$ cat src/rtl/match_reporter_if.sv
//------------------------------------------------------------------------------
// Module  : match_reporter_if
// Brief   : Valid/ready report port carrying {engine id, byte offset}.
// Revision: 1.0 - initial release
//------------------------------------------------------------------------------
`default_nettype none

interface match_reporter_if #(
  parameter int ID_W  = 3,
  parameter int OFS_W = 16
);
  logic             rpt_valid;
  logic             rpt_ready;
  logic [ID_W-1:0]  rpt_id;
  logic [OFS_W-1:0] rpt_ofs;

  modport master (
    output rpt_valid,
    output rpt_id,
    output rpt_ofs,
    input  rpt_ready
  );

  modport slave (
    input  rpt_valid,
    input  rpt_id,
    input  rpt_ofs,
    output rpt_ready
  );
endinterface

`default_nettype wire

$ cat src/rtl/match_reporter.sv
//------------------------------------------------------------------------------
// Module  : match_reporter
// Brief   : Turns the first rise of each sticky engine match into one queued
//           {id, offset} report. Offset tracking built only with MATCH_RPT_OFS_EN.
// Revision: 1.0 - initial release
//------------------------------------------------------------------------------
`default_nettype none

module match_reporter #(
  parameter int NUM_ENG    = 8,
  parameter int ID_W       = 3,
  parameter int OFS_W      = 16,
  parameter int FIFO_DEPTH = 4
) (
  input  wire logic               clk,
  input  wire logic               rst,
  input  wire logic               en,
  input  wire logic               sod,
  input  wire logic [NUM_ENG-1:0] eng_out,
  match_reporter_if.master        rpt,
  output logic                    ovf
);

  localparam int PTR_W = $clog2(FIFO_DEPTH);
  localparam int CNT_W = PTR_W + 1;

  logic [NUM_ENG-1:0] prev_q, prev_d;
  logic [NUM_ENG-1:0] pend_q, pend_d;
  logic [NUM_ENG-1:0] new_hit;
  logic [NUM_ENG-1:0] grant_oh;
  logic [ID_W-1:0]    grant_id;
  logic               grant_any;
  logic [PTR_W-1:0]   wr_ptr_q, wr_ptr_d;
  logic [PTR_W-1:0]   rd_ptr_q, rd_ptr_d;
  logic [CNT_W-1:0]   count_q, count_d;
  logic               ovf_q, ovf_d;
  logic               fifo_empty, fifo_full;
  logic               push, pop;
  logic [ID_W-1:0]    id_mem_q [FIFO_DEPTH];
  logic [ID_W-1:0]    id_mem_d [FIFO_DEPTH];

`ifdef MATCH_RPT_OFS_EN
  logic [OFS_W-1:0]   ofs_cnt_q, ofs_cnt_d;
  logic [OFS_W-1:0]   ofs_hit_q [NUM_ENG];
  logic [OFS_W-1:0]   ofs_hit_d [NUM_ENG];
  logic [OFS_W-1:0]   ofs_mem_q [FIFO_DEPTH];
  logic [OFS_W-1:0]   ofs_mem_d [FIFO_DEPTH];
  logic [OFS_W-1:0]   grant_ofs;
`endif

  assign fifo_empty = (count_q == '0);
  assign fifo_full  = (count_q == CNT_W'(FIFO_DEPTH));
  assign pop        = ~fifo_empty & rpt.rpt_ready;
  assign push       = grant_any & (~fifo_full | pop);
  assign new_hit    = en ? (eng_out & ~prev_q) : '0;
  // Isolate the lowest pending engine.
  assign grant_oh   = pend_q & (~pend_q + NUM_ENG'(1));

  always_comb begin
    grant_any = 1'b0;
    grant_id  = '0;
`ifdef MATCH_RPT_OFS_EN
    grant_ofs = '0;
`endif
    for (int i = NUM_ENG - 1; i >= 0; i--) begin
      if (pend_q[i]) begin
        grant_any = 1'b1;
        grant_id  = ID_W'(i);
`ifdef MATCH_RPT_OFS_EN
        grant_ofs = ofs_hit_q[i];
`endif
      end
    end
  end

  always_comb begin
    prev_d   = prev_q;
    ovf_d    = ovf_q | (|(new_hit & pend_q));
    wr_ptr_d = wr_ptr_q;
    rd_ptr_d = rd_ptr_q;
    count_d  = count_q;
    id_mem_d = id_mem_q;
    if (en) begin
      prev_d = sod ? '0 : eng_out;
    end
    // A hit on an engine still pending keeps the older entry and is lost.
    pend_d = (pend_q & ~(push ? grant_oh : '0)) | (new_hit & ~pend_q);
    if (push) begin
      id_mem_d[wr_ptr_q] = grant_id;
      wr_ptr_d           = wr_ptr_q + PTR_W'(1);
    end
    if (pop) begin
      rd_ptr_d = rd_ptr_q + PTR_W'(1);
    end
    case ({push, pop})
      2'b10:   count_d = count_q + CNT_W'(1);
      2'b01:   count_d = count_q - CNT_W'(1);
      default: count_d = count_q;
    endcase
  end

`ifdef MATCH_RPT_OFS_EN
  always_comb begin
    ofs_cnt_d = ofs_cnt_q;
    ofs_hit_d = ofs_hit_q;
    ofs_mem_d = ofs_mem_q;
    if (en) begin
      if (sod) begin
        ofs_cnt_d = '0;
      end else if (ofs_cnt_q != '1) begin
        ofs_cnt_d = ofs_cnt_q + OFS_W'(1);
      end
    end
    for (int i = 0; i < NUM_ENG; i++) begin
      if (new_hit[i] && !pend_q[i]) begin
        ofs_hit_d[i] = ofs_cnt_q;
      end
    end
    if (push) begin
      ofs_mem_d[wr_ptr_q] = grant_ofs;
    end
  end

  always_ff @(posedge clk or negedge rst) begin
    if (!rst) begin
      ofs_cnt_q <= '0;
      for (int i = 0; i < NUM_ENG; i++) begin
        ofs_hit_q[i] <= '0;
      end
    end else begin
      ofs_cnt_q <= ofs_cnt_d;
      ofs_hit_q <= ofs_hit_d;
    end
  end

  always_ff @(posedge clk) begin
    ofs_mem_q <= ofs_mem_d;
  end

  assign rpt.rpt_ofs = fifo_empty ? '0 : ofs_mem_q[rd_ptr_q];
`else
  assign rpt.rpt_ofs = '0;
`endif

  always_ff @(posedge clk or negedge rst) begin
    if (!rst) begin
      prev_q   <= '0;
      pend_q   <= '0;
      wr_ptr_q <= '0;
      rd_ptr_q <= '0;
      count_q  <= '0;
      ovf_q    <= 1'b0;
    end else begin
      prev_q   <= prev_d;
      pend_q   <= pend_d;
      wr_ptr_q <= wr_ptr_d;
      rd_ptr_q <= rd_ptr_d;
      count_q  <= count_d;
      ovf_q    <= ovf_d;
    end
  end

  // Storage needs no reset: outputs are forced to zero while empty.
  always_ff @(posedge clk) begin
    id_mem_q <= id_mem_d;
  end

  assign rpt.rpt_valid = ~fifo_empty;
  assign rpt.rpt_id    = fifo_empty ? '0 : id_mem_q[rd_ptr_q];
  assign ovf           = ovf_q;

endmodule

`default_nettype wire

$ cat src/flat_wrapper.sv
// flat-port wrapper written by rule: the top's interface ports become plain ports
module match_reporter_flat 
#(
  parameter int NUM_ENG    = 8,
  parameter int ID_W       = 3,
  parameter int OFS_W      = 16,
  parameter int FIFO_DEPTH = 4
)
  (clk, rst, en, sod, eng_out, ovf, rpt_rpt_valid, rpt_rpt_id, rpt_rpt_ofs, rpt_rpt_ready);
  match_reporter_if #(.ID_W(ID_W), .OFS_W(OFS_W)) rpt_i ();
  input  wire logic clk;
  input  wire logic rst;
  input  wire logic en;
  input  wire logic sod;
  input  wire logic [NUM_ENG-1:0] eng_out;
  output logic ovf;
  output wire logic [$bits(rpt_i.rpt_valid)-1:0] rpt_rpt_valid;
  output wire logic [$bits(rpt_i.rpt_id)-1:0] rpt_rpt_id;
  output wire logic [$bits(rpt_i.rpt_ofs)-1:0] rpt_rpt_ofs;
  input wire logic [$bits(rpt_i.rpt_ready)-1:0] rpt_rpt_ready;
  assign rpt_rpt_valid = rpt_i.rpt_valid;
  assign rpt_rpt_id = rpt_i.rpt_id;
  assign rpt_rpt_ofs = rpt_i.rpt_ofs;
  assign rpt_i.rpt_ready = rpt_rpt_ready;
  match_reporter #(.NUM_ENG(NUM_ENG), .ID_W(ID_W), .OFS_W(OFS_W), .FIFO_DEPTH(FIFO_DEPTH)) u_core (.clk(clk), .rst(rst), .en(en), .sod(sod), .eng_out(eng_out), .rpt(rpt_i), .ovf(ovf));
endmodule
$ cat config.mk
export PLATFORM = sky130hd
export DESIGN_NAME = match_reporter_flat
export DESIGN_NICKNAME = d
export VERILOG_FILES = /design/src/rtl/match_reporter_if.sv /design/src/rtl/match_reporter.sv /design/src/flat_wrapper.sv
export SDC_FILE = /design/constraint.sdc
export NUM_CORES = 1
export LEC_CHECK = 0
export BUFFER_PORTS_ARGS = -buffer_cell sky130_fd_sc_hd__buf_2
export CAP_MARGIN = 5
export CORE_MARGIN = 3
export CORE_UTILIZATION = 58
export DETAILED_ROUTE_END_ITERATION = 10
export PLACE_DENSITY = 0.83
export SYNTH_ARGS = -nofsm -noshare
export SYNTH_HDL_FRONTEND = slang
export SYNTH_SLANG_ARGS = --single-unit
$ cat constraint.sdc
create_clock -name clk -period 3.44 [get_ports clk]
set_input_delay 0.344 -clock clk [delete_from_list [all_inputs] [get_ports clk]]
set_output_delay 0.344 -clock clk [all_outputs]
set_load 0.1 [all_outputs]
==> results.json, run 1 <==
{
  "finalCritPeriodShare": 0.641,
  "multi_input_area_um2": 768,
  "top_usage_layer": "met2",
  "grt_pass1_vias": 1113,
  "vias_per_cell": 5.10,
  "start_util": 0.645,
  "grt_max_degree": 27,
  "start_kind": "register",
  "port_buffers": 17,
  "diodes": 0,
  "ys_seq_area_frac": 0.514,
  "antenna_found_initial": 0,
  "hpwl_um": 2330,
  "final.fill_count": 218,
  "cts-root-buf": "clkbuf_4",
  "drt-total-wl_um": 3010,
  "worst-endpoint-required_ns": 3.70,
  "period_minus_slack_ns": 2.20,
  "ys_ff_latch": 36,
  "met1_usage": 0.203,
  "wl_per_cell_um": 13.1,
  "synthSimpleGateAreaFrac": 0.151,
  "skew_ns": 0.00684,
  "synth_top_area_frac": 0.321,
  "run_status": "completed",
  "fin_ws_ns": 1.24,
  "firstDrtPassIters": 4,
  "drc": 0,
  "syn-cell-area_um2": 1870,
  "relSlewSlack": 0.644,
  "grt_usage": 0.168,
  "use_met2": 0.272,
  "core_area_um2": 2900,
  "synth_cells": 166,
  "num_io_pins": 34,
  "synthXorXnorAreaFrac": 0.0281,
  "use_met3": 0.0558,
  "synthTopCellsByCount": "24 x dfrtp_1, 16 x buf_4, 16 x inv_1, 16 x o21ai_0, 12 x edfxtp_1",
  "drt_iter0_drc": 80,
  "fp.dieW_um": 62.8,
  "cts.repair.resized": 0,
  "syn_to_final_growth_pct": 6.22,
  "synth_top_family_by_area": "simple AND/OR/NAND/NOR gates",
  "die_h_um": 62.8,
  "slew_viol_final": 0,
  "synth_area_per_cell_um2": 11.3,
  "fin_nets": 205,
  "cts.sinks": 36,
  "grt_pass1_wl_um": 5040,
  "synthDistinctLibCells": 39,
  "hold_path.class": "in -> reg",
  "synth_adder_area_share": 0.0441,
  "fin_util": 0.685,
  "dp_cells": 220,
  "fmax_mhz": 454,
  "cts_buffers": 5,
  "cts_max_path_buffers": 2,
  "synthArstFlopShare": 0.667,
  "grt_overflow": 0,
  "ff2ff_path_depth": 9,
  "clk_pin_slew_ns": 0.10,
  "rows": 19,
  "finalSetupViolations": 0,
  "rsz0062_at_grt": "false",
  "cts-htree-levels": 2,
  "synth.most_common_cell": "dfrtp_1",
  "synthFlopType": "dfrtp_1",
  "worst_slew_pin_slew_ns": 0.533,
  "drive_gt1_frac": 0.182,
  "cellLeakagePower_nw": 0.864,
  "post-cts-setup-buffers": 0,
  "synth-compound-area-share": 0.109,
  "min_delay_path_depth": 3,
  "cts_tree": "built",
  "synth_area_leaders": "dfrtp_1 32%, edfxtp_1 19%, buf_4 6.4%",
  "crit_type": "reg -> reg",
  "insertion_delay_ns": 0.33,
  "worst-path-max-fanout": 8,
  "ir_drop_v": 0.000402,
  "seqCellArea_um2": 961,
  "stdcell_count": 229,
  "synth_edf_count": 12,
  "yosysTopAreaCell": "dfrtp_1",
  "cap_violations": 0,
  "cp-end-kind": "register",
  "dr_total_vias": 1167,
  "post-place-ws_ns": 1.25,
  "gp_congestion": 0.808,
  "power.density_nw_per_um2": 913,
  "fin_setup_tns_ns": 0,
  "yosysWarnings": 0,
  "die_area_um2": 3940,
  "hold_viol": 0,
  "ant_nets": 0,
  "cp.arrival_ns": 2.47,
  "synth.area.mux_share": 0.0468
}
==> sequential cells by signal, summed over array words and instances, names as in the netlist <==
signal / cells
u_core.rd_ptr_q: 2
u_core.wr_ptr_q: 2
u_core.ovf: 1
u_core.id_mem_q: 12
u_core.prev_q: 8
u_core.pend_q: 8
u_core.count_q: 3
==> placed cells by master, fill, tap and decap left out, drive strengths merged, types with 2 or more instances in the layout <==
cell type / netlist / layout
nor2: 5 / 5
nand3: 2 / 2
nand2: 9 / 9
a21oi: 3 / 3
and2: 8 / 8
xor2: 3 / 3
nand3b: 8 / 8
mux4: 3 / 3
nor2b: 5 / 5
ha: 5 / 5
buf: 18 / 17
edfxtp: 12 / 12
xnor2: 3 / 3
o21ai: 16 / 16
inv: 16 / 16
a31oi: 6 / 6
conb: 1 / 16
mux2i: 2 / 2
dfrtp: 24 / 24
clkbuf: 2 / 7
==> per-stage QoR <==
step	cell area, um^2	power, W	hold WS (ns)
after floorplan	1930	0.00148	0.0484
after global placement	1930	0.00157	0.352
after detailed placement	1930	0.00162	0.358
after CTS	1990	0.00183	0.249
after global routing	1990	0.00193	0.275
final	1990	0.00181	0.263
==> layer usage <==
layer / vias up / part of all wire
li1: 576 / -
met1: 558 / 0.43
met2: 29 / 0.50
met3: 4 / 0.050
met4: 0 / 0.018
met5: - / 0
==> cell type report <==
cell class / instances / share of cell area
Sequential cell: 36 / 0.484
Timing Repair Buffer: 18 / 0.0479
Tap cell: 42 / 0.0264
Clock buffer: 7 / 0.0227
Multi-Input combinational cell: 109 / 0.387
Clock inverter: 1 / 0.00252
Inverter: 16 / 0.0302
==> critical path, cell delays in order, from the launching register on <==
cell and delay [ns]:
dfrtp_1 0.45, nor4_2 0.36, a31oi_2 0.22, inv_1 0.09
ha_1 0.17, inv_1 0.06, fa_1 0.37, xor2_1 0.15
nor2_1 0.11, xor2_1 0.15
==> kinds of logic (layout without fill, tap and decap cells) <==
| kind of cell | count (synthesis) | in the layout |
|---|---|---|
| xor+xnor | 6 | 6 |
| other cells | 1 | 16 |
| mux | 5 | 5 |
| fa+ha+maj | 6 | 6 |
| simple gates | 43 | 43 |
| flops | 36 | 36 |
| compound gates | 33 | 33 |
| buf+inv | 36 | 42 |
==> timing repair <==
action                                  4_1_cts  5_1_grt
hold buffers                                  1        0
hold endpoints to repair                     19        0
endpoints found under the setup margin        0        0
==> worst paths after layout <==
check	startpoint	slack (ns)	to
hold / removal	eng_out[4]	0.26	u_core.prev_q[4]
hold reg to reg	u_core.prev_q[3]	0.50	u_core.pend_q[3]
setup / recovery	u_core.pend_q[5]	1.24	u_core.count_q[2]
setup reg to reg	u_core.pend_q[5]	1.24	u_core.count_q[2]
max in group asynchronous	rst	2.57	u_core.pend_q[2]
min in group asynchronous	rst	0.51	u_core.rd_ptr_q[1]
==> power by group <==
group          internal (W)  switching [W]  total [W]  leakage [nW]
Combinational      0.000253       0.000609   0.000862         0.431
Sequential         0.000622       0.000120   0.000742         0.404
Clock             0.0000796       0.000131   0.000210        0.0293
Total              0.000954       0.000859    0.00181         0.864
Note: power is estimated with default switching activity, not from simulation.
==> run 2, diff against run 1 <==
Settings changed: ABC_AREA set to 1, CORE_UTILIZATION 58 to 50, PLACE_DENSITY 0.83 to 0.75.
Clock period 3.44 ns to 1.9 ns, I/O delays scaled along.
==> run 2 against run 1 <==
Core utilization fell by 2.7 points. Synthesized cell count rose by 39%. Hold slack got worse by 0.11 ns. Total power rose by 130%. Fmax rose by 19%. Area after synthesis rose by 4.4%. Sequential power rose by 78%. Clock skew fell by 0.0014 ns. Setup slack got worse by 1.2 ns.
==> results.json, run 2 <==
{
  "fin_nets": 302,
  "rsz0062_at_grt": "true",
  "power.share.clock": 0.127,
  "grt_pass1_wl_um": 6160,
  "cp-end-kind": "register",
  "crit_start": "u_core.count_q[1]",
  "antenna_found_initial": 0,
  "yosysTopAreaCell": "dfrtp_1",
  "synthDistinctLibCells": 26,
  "top_regs": "u_core.id_mem_q x12, u_core.pend_q x8, u_core.prev_q x8",
  "worst-endpoint-required_ns": 2.11,
  "fp.dieW_um": 68.5,
  "finalCritPeriodShare": 0.978,
  "most-common-layout-cells": "39 x inv_1, 33 x nor2_1, 33 x buf_4",
  "p_sw_w": 0.00200,
  "cts.sinks": 36,
  "grt_overflow": 0,
  "die_h_um": 68.5,
  "syn-cell-area_um2": 1950,
  "dp_cells": 303,
  "power.internal_w": 0.00219,
  "cts_tree": "built",
  "run_status": "completed",
  "ant_nets": 0,
  "top_register": "u_core.id_mem_q",
  "ir_drop_v": 0.000789,
  "final.fill_count": 340,
  "syn_to_final_growth_pct": 25.2,
  "post-place-ws_ns": -0.0304,
  "grt_pass1_vias": 1510,
  "pwr-share-seq": 0.314,
  "worst_slew_pin_slew_ns": 0.557,
  "drt_iter0_drc": 59,
  "drc": 0,
  "fin_ws_ns": 0.0425,
  "num_io_pins": 34,
  "worstReg2RegStart": "u_core.count_q[1]",
  "vias_per_cell": 4.67,
  "ys_ff_latch": 36,
  "start_util": 0.526,
  "power.density_nw_per_um2": 1710,
  "cts_buffers": 5,
  "wl_per_cell_um": 11.5,
  "fin_util": 0.658,
  "fmax_mhz": 538,
  "synthTopCellsByCount": "42 x inv_1, 35 x nor2_1, 25 x nand2_1",
  "hold_path.class": "in -> reg",
  "slew_viol_final": 0,
  "r2r_slack_ns": 0.04,
  "relSlewSlack": 0.629,
  "dr_total_vias": 1550,
  "synthFlopType": "dfrtp_1",
  "finalSetupViolations": 0,
  "stdcell_count": 332,
  "synth_area_per_cell_um2": 8.49,
  "synth_edf_count": 12,
  "period_minus_slack_ns": 1.86,
  "dpl_cell_area_um2": 2170,
  "insertion_delay_ns": 0.29,
  "synth_area_leaders": "dfrtp_1 31%, edfxtp_1 18%, inv_1 8.1%",
  "swShare": 0.477,
  "combPwrFrac": 0.559,
  "die_area_um2": 4690,
  "hpwl_um": 2650,
  "final_area_um2": 2450,
  "synth_top_area_frac": 0.307,
  "largest_register_ffs": 12,
  "port_buffers": 17,
  "yosysWarnings": 0,
  "skew_ns": 0.00544,
  "core_area_um2": 3720,
  "cts_max_path_buffers": 2,
  "grt_max_degree": 25,
  "final_common_cell": "inv_1",
  "firstDrtPassIters": 4,
  "synth_cells": 230,
  "synth.most_common_cell": "inv_1",
  "drive_gt1_frac": 0.299,
  "cts-htree-levels": 2,
  "clk_pin_slew_ns": 0.07,
  "crit_type": "reg -> reg",
  "drt-total-wl_um": 3810,
  "rows": 22,
  "worst-path-max-fanout": 3,
  "finalPower_w": 0.00419,
  "hold_path.startpoint": "eng_out[4]",
  "cellLeakagePower_nw": 1.25,
  "ys_seq_area_frac": 0.492,
  "hold_viol": 0,
  "cts-root-buf": "clkbuf_8",
  "cap_violations": 0,
  "grt_usage": 0.184,
  "cp.arrival_ns": 2.07,
  "synthArstFlopShare": 0.667,
  "gp_congestion": 0.838,
  "diodes": 0,
  "start_kind": "register"
}
-- run 2: what timing repair did --
action | CTS | global route
setup buffers | 12 | 8
endpoints found under the hold margin | 24 | 0
endpoints found under the setup margin | 1 | 8
resized for setup | 0 | 10
pin swaps | 4 | 9
hold buffers | 1 | 0
-- run 2: area by class of cell --
cell class,count,area (um^2),area share
clock buffers,5,68.8,0.0281
clock inverters,3,17.5,0.00716
inverters,45,171,0.0701
multi-input cells,144,817,0.334
flip-flops and latches,36,961,0.393
well taps,48,60.1,0.0246
repair buffers,51,350,0.143
-- run 2: worst max-delay path: stages (launching register included) --
cell and delay [ns]:
dfrtp_1 0.42, nor2_4 0.22, nand2_4 0.09, nand2_4 0.08
ha_4 0.13, inv_4 0.03, fa_2 0.35, or2_4 0.23
nand2_2 0.06, xor2_1 0.15
-- run 2: power by group through the flow --
| stage | Combinational (W) | Clock (W) | Sequential [W] |
|---|---|---|---|
| after floorplan | 0.00166 | 0 | 0.00130 |
| after global placement | 0.00202 | 0 | 0.00133 |
| after detailed placement | 0.00206 | 0 | 0.00134 |
| after CTS | 0.00218 | 0.000551 | 0.00132 |
| after global routing | 0.00257 | 0.000580 | 0.00135 |
| final | 0.00234 | 0.000534 | 0.00132 |
-- run 2: cells by family (layout without fill, tap and decap cells) --
kind of cell             after synthesis  in the layout  synth area share
flip-flops                            36             36             0.492
AND/OR/NAND/NOR                       91             91             0.213
other                                  1             16           0.00192
XOR/XNOR                               2              2           0.00897
AO/OA/AOI/OAI                         29             29            0.0833
buffers and inverters                 65            104             0.158
adder cells (fa/ha/maj)                6              6            0.0423
-- run 2: metrics by stage --
stage          hold slack (ns)  TNS [ns]
6_report                 0.153         0
4_1_cts                  0.141         0
2_1_floorplan           -0.106         0
3_3_place_gp             0.204         0
3_5_place_dp             0.215   -0.0304
5_1_grt                  0.162   -0.0336
-- run 2: worst paths after layout --
| path | endpoint | cells after the start |
|---|---|---|
| worst max-delay path | u_core.count_q[2] | 9 |
| worst min-delay path | u_core.prev_q[4] | 3 |
| worst max register to register | u_core.count_q[2] | 9 |
| worst min register to register | u_core.prev_q[1] | 2 |
| max in group asynchronous | u_core.ovf | 2 |
| min in group asynchronous | u_core.rd_ptr_q[0] | 2 |
-- run 2: routing by layer --
metal	GRT usage	vias to the layer above	wire length, um
met5	0	-	0
met4	0.0918	0	64
met3	0.0583	4	159
met2	0.336	32	1980
met1	0.186	709	1610
li1	-	805	-
==> run 3, diff against run 2 <==
Settings changed: CORE_UTILIZATION 50 to 55, PLACE_DENSITY 0.75 to 0.79.
Clock period 1.9 ns to 1.95 ns, I/O delays scaled along.
==> run 3 against run 2 <==
Combinational power down 14%. Highest routed layer unchanged. First-iteration DRC count down 10%. Fmax down 4.4%. Largest power group unchanged. Total power down 8.6%. Wire length down 10%. Cell count down 6.3%. Clock skew up 0.0058 ns. Sequential share of layout area up 3.1 points. Sequential power about the same.
==> results.json, run 3 (synthesis results as in run 2) <==
{
  "run_status": "completed",
  "dp_cells": 298,
  "cap_violations": 0,
  "finalCritPeriodShare": 0.997,
  "hpwl_um": 2580,
  "hold_viol": 0,
  "stdcell_count": 311,
  "die_area_um2": 4300,
  "slew_viol_final": 0,
  "antenna_found_initial": 0,
  "fp.dieW_um": 65.6,
  "ant_nets": 0,
  "firstDrtPassIters": 4,
  "num_io_pins": 34,
  "cp-end-kind": "register",
  "syn_to_final_growth_pct": 16.1,
  "finalSetupViolations": 0,
  "relSlewSlack": 0.650,
  "top_regs": "u_core.id_mem_q x12, u_core.pend_q x8, u_core.prev_q x8",
  "cts_tree": "built",
  "crit_type": "reg -> reg",
  "rows": 21,
  "hold_path.class": "in -> reg",
  "drt_iter0_drc": 53,
  "worst-path-max-fanout": 4,
  "cts.sinks": 36,
  "grt_overflow": 0,
  "power.density_nw_per_um2": 1690,
  "fin_util": 0.669,
  "final_common_cell": "inv_1",
  "cts-root-buf": "clkbuf_4",
  "drt-total-wl_um": 3420,
  "insertion_delay_ns": 0.35,
  "cp_top_family": "simple AND/OR/NAND/NOR gates",
  "grt_pass1_wl_um": 5980,
  "ir_drop_v": 0.000816,
  "worst-endpoint-required_ns": 2.22,
  "cp.buffers_inverters": 2,
  "skew_ns": 0.0112,
  "diodes": 0,
  "start_kind": "register",
  "fmax_mhz": 514,
  "worst_slew_pin_slew_ns": 0.525,
  "cellLeakagePower_nw": 1.15,
  "vias_per_cell": 4.71,
  "cp.arrival_ns": 2.21,
  "start_util": 0.576,
  "top_register": "u_core.id_mem_q",
  "path_cells": "inv_2, nand2_4, nor2_4, nand2_4, nand2_4, ha_1, inv_1, fa_2, or2_2, nand2_2, xor2_1",
  "most-common-layout-cells": "40 x inv_1, 34 x nor2_1, 24 x dfrtp_1",
  "largest_register_ffs": 12,
  "grt_pass1_vias": 1410,
  "grt_max_degree": 25,
  "period_minus_slack_ns": 1.94,
  "cts_buffers": 5,
  "die_h_um": 65.6,
  "core_area_um2": 3390,
  "slowest_delay_ns": 0.40,
  "hold_ws_ns": 0.0929,
  "grt_usage": 0.185,
  "cts_max_path_buffers": 2,
  "clk_pin_slew_ns": 0.11,
  "crit_slowest_cell": "dfrtp_1",
  "final.fill_count": 301,
  "drc": 0,
  "drive_gt1_frac": 0.234,
  "fin_nets": 283,
  "port_buffers": 17,
  "gp_congestion": 0.792,
  "dr_total_vias": 1464,
  "cts-htree-levels": 2,
  "wl_per_cell_um": 11.0,
  "crit_top_cell": "nand2_4",
  "rsz0062_at_grt": "true"
}
[run 3: layer usage]
metal,track usage,wire (um)
met1,0.204,1520
met5,0,0
met4,0.0777,59
met3,0.0513,158
met2,0.332,1690
[run 3: what timing repair did]
item,in CTS,in global routing
endpoints found under the hold margin,24,0
endpoints found under the setup margin,1,4
pin swaps,1,2
hold buffers,1,0
setup buffers,3,1
resized for setup,0,6
[run 3: worst min-delay path: cells and delay by family]
family,cells,cell delay (ns)
AOI/OAI and AO/OA,1,0.06
buffers and inverters,2,0.14
[run 3: power breakdown]
| group | internal (W) | switching, W | total (W) |
|---|---|---|---|
| clock | 0.000267 | 0.000253 | 0.000520 |
| combinational | 0.000589 | 0.00143 | 0.00202 |
| sequential | 0.00112 | 0.000166 | 0.00129 |
[run 3: cell type report]
cell class,count,area [um^2],area share
multi-input cells,144,792,0.349
clock buffers,5,37.5,0.0166
inverters,45,169,0.0745
flip-flops and latches,36,961,0.424
clock inverters,3,42.5,0.0188
repair buffers,32,208,0.0916
well taps,46,57.6,0.0254
[run 3: stage by stage]
step / cell area [um^2] / setup TNS, ns / total power (W) / setup slack, ns
floorplan: 2050 / 0 / 0.00287 / 0.0207
global placement: 2130 / 0 / 0.00321 / 0.0457
detailed placement: 2130 / 0 / 0.00324 / 0.00858
CTS: 2240 / 0 / 0.00380 / 0.00404
global route: 2270 / -0.0811 / 0.00412 / -0.0811
finish: 2270 / 0 / 0.00383 / 0.00625
[run 3: final timing paths]
path                                        from            endpoint  slack (ns)  cells past startpoint
worst min register to register  u_core.prev_q[1]    u_core.prev_q[1]        0.54                      2
worst min-delay path                  eng_out[1]    u_core.prev_q[1]        0.09                      3
max in group asynchronous                    rst    u_core.pend_q[5]        1.25                      2
min in group asynchronous                    rst  u_core.rd_ptr_q[1]        0.34                      2
worst max register to register  u_core.pend_q[3]   u_core.count_q[2]       0.006                     11
worst max-delay path            u_core.pend_q[3]   u_core.count_q[2]       0.006                     11
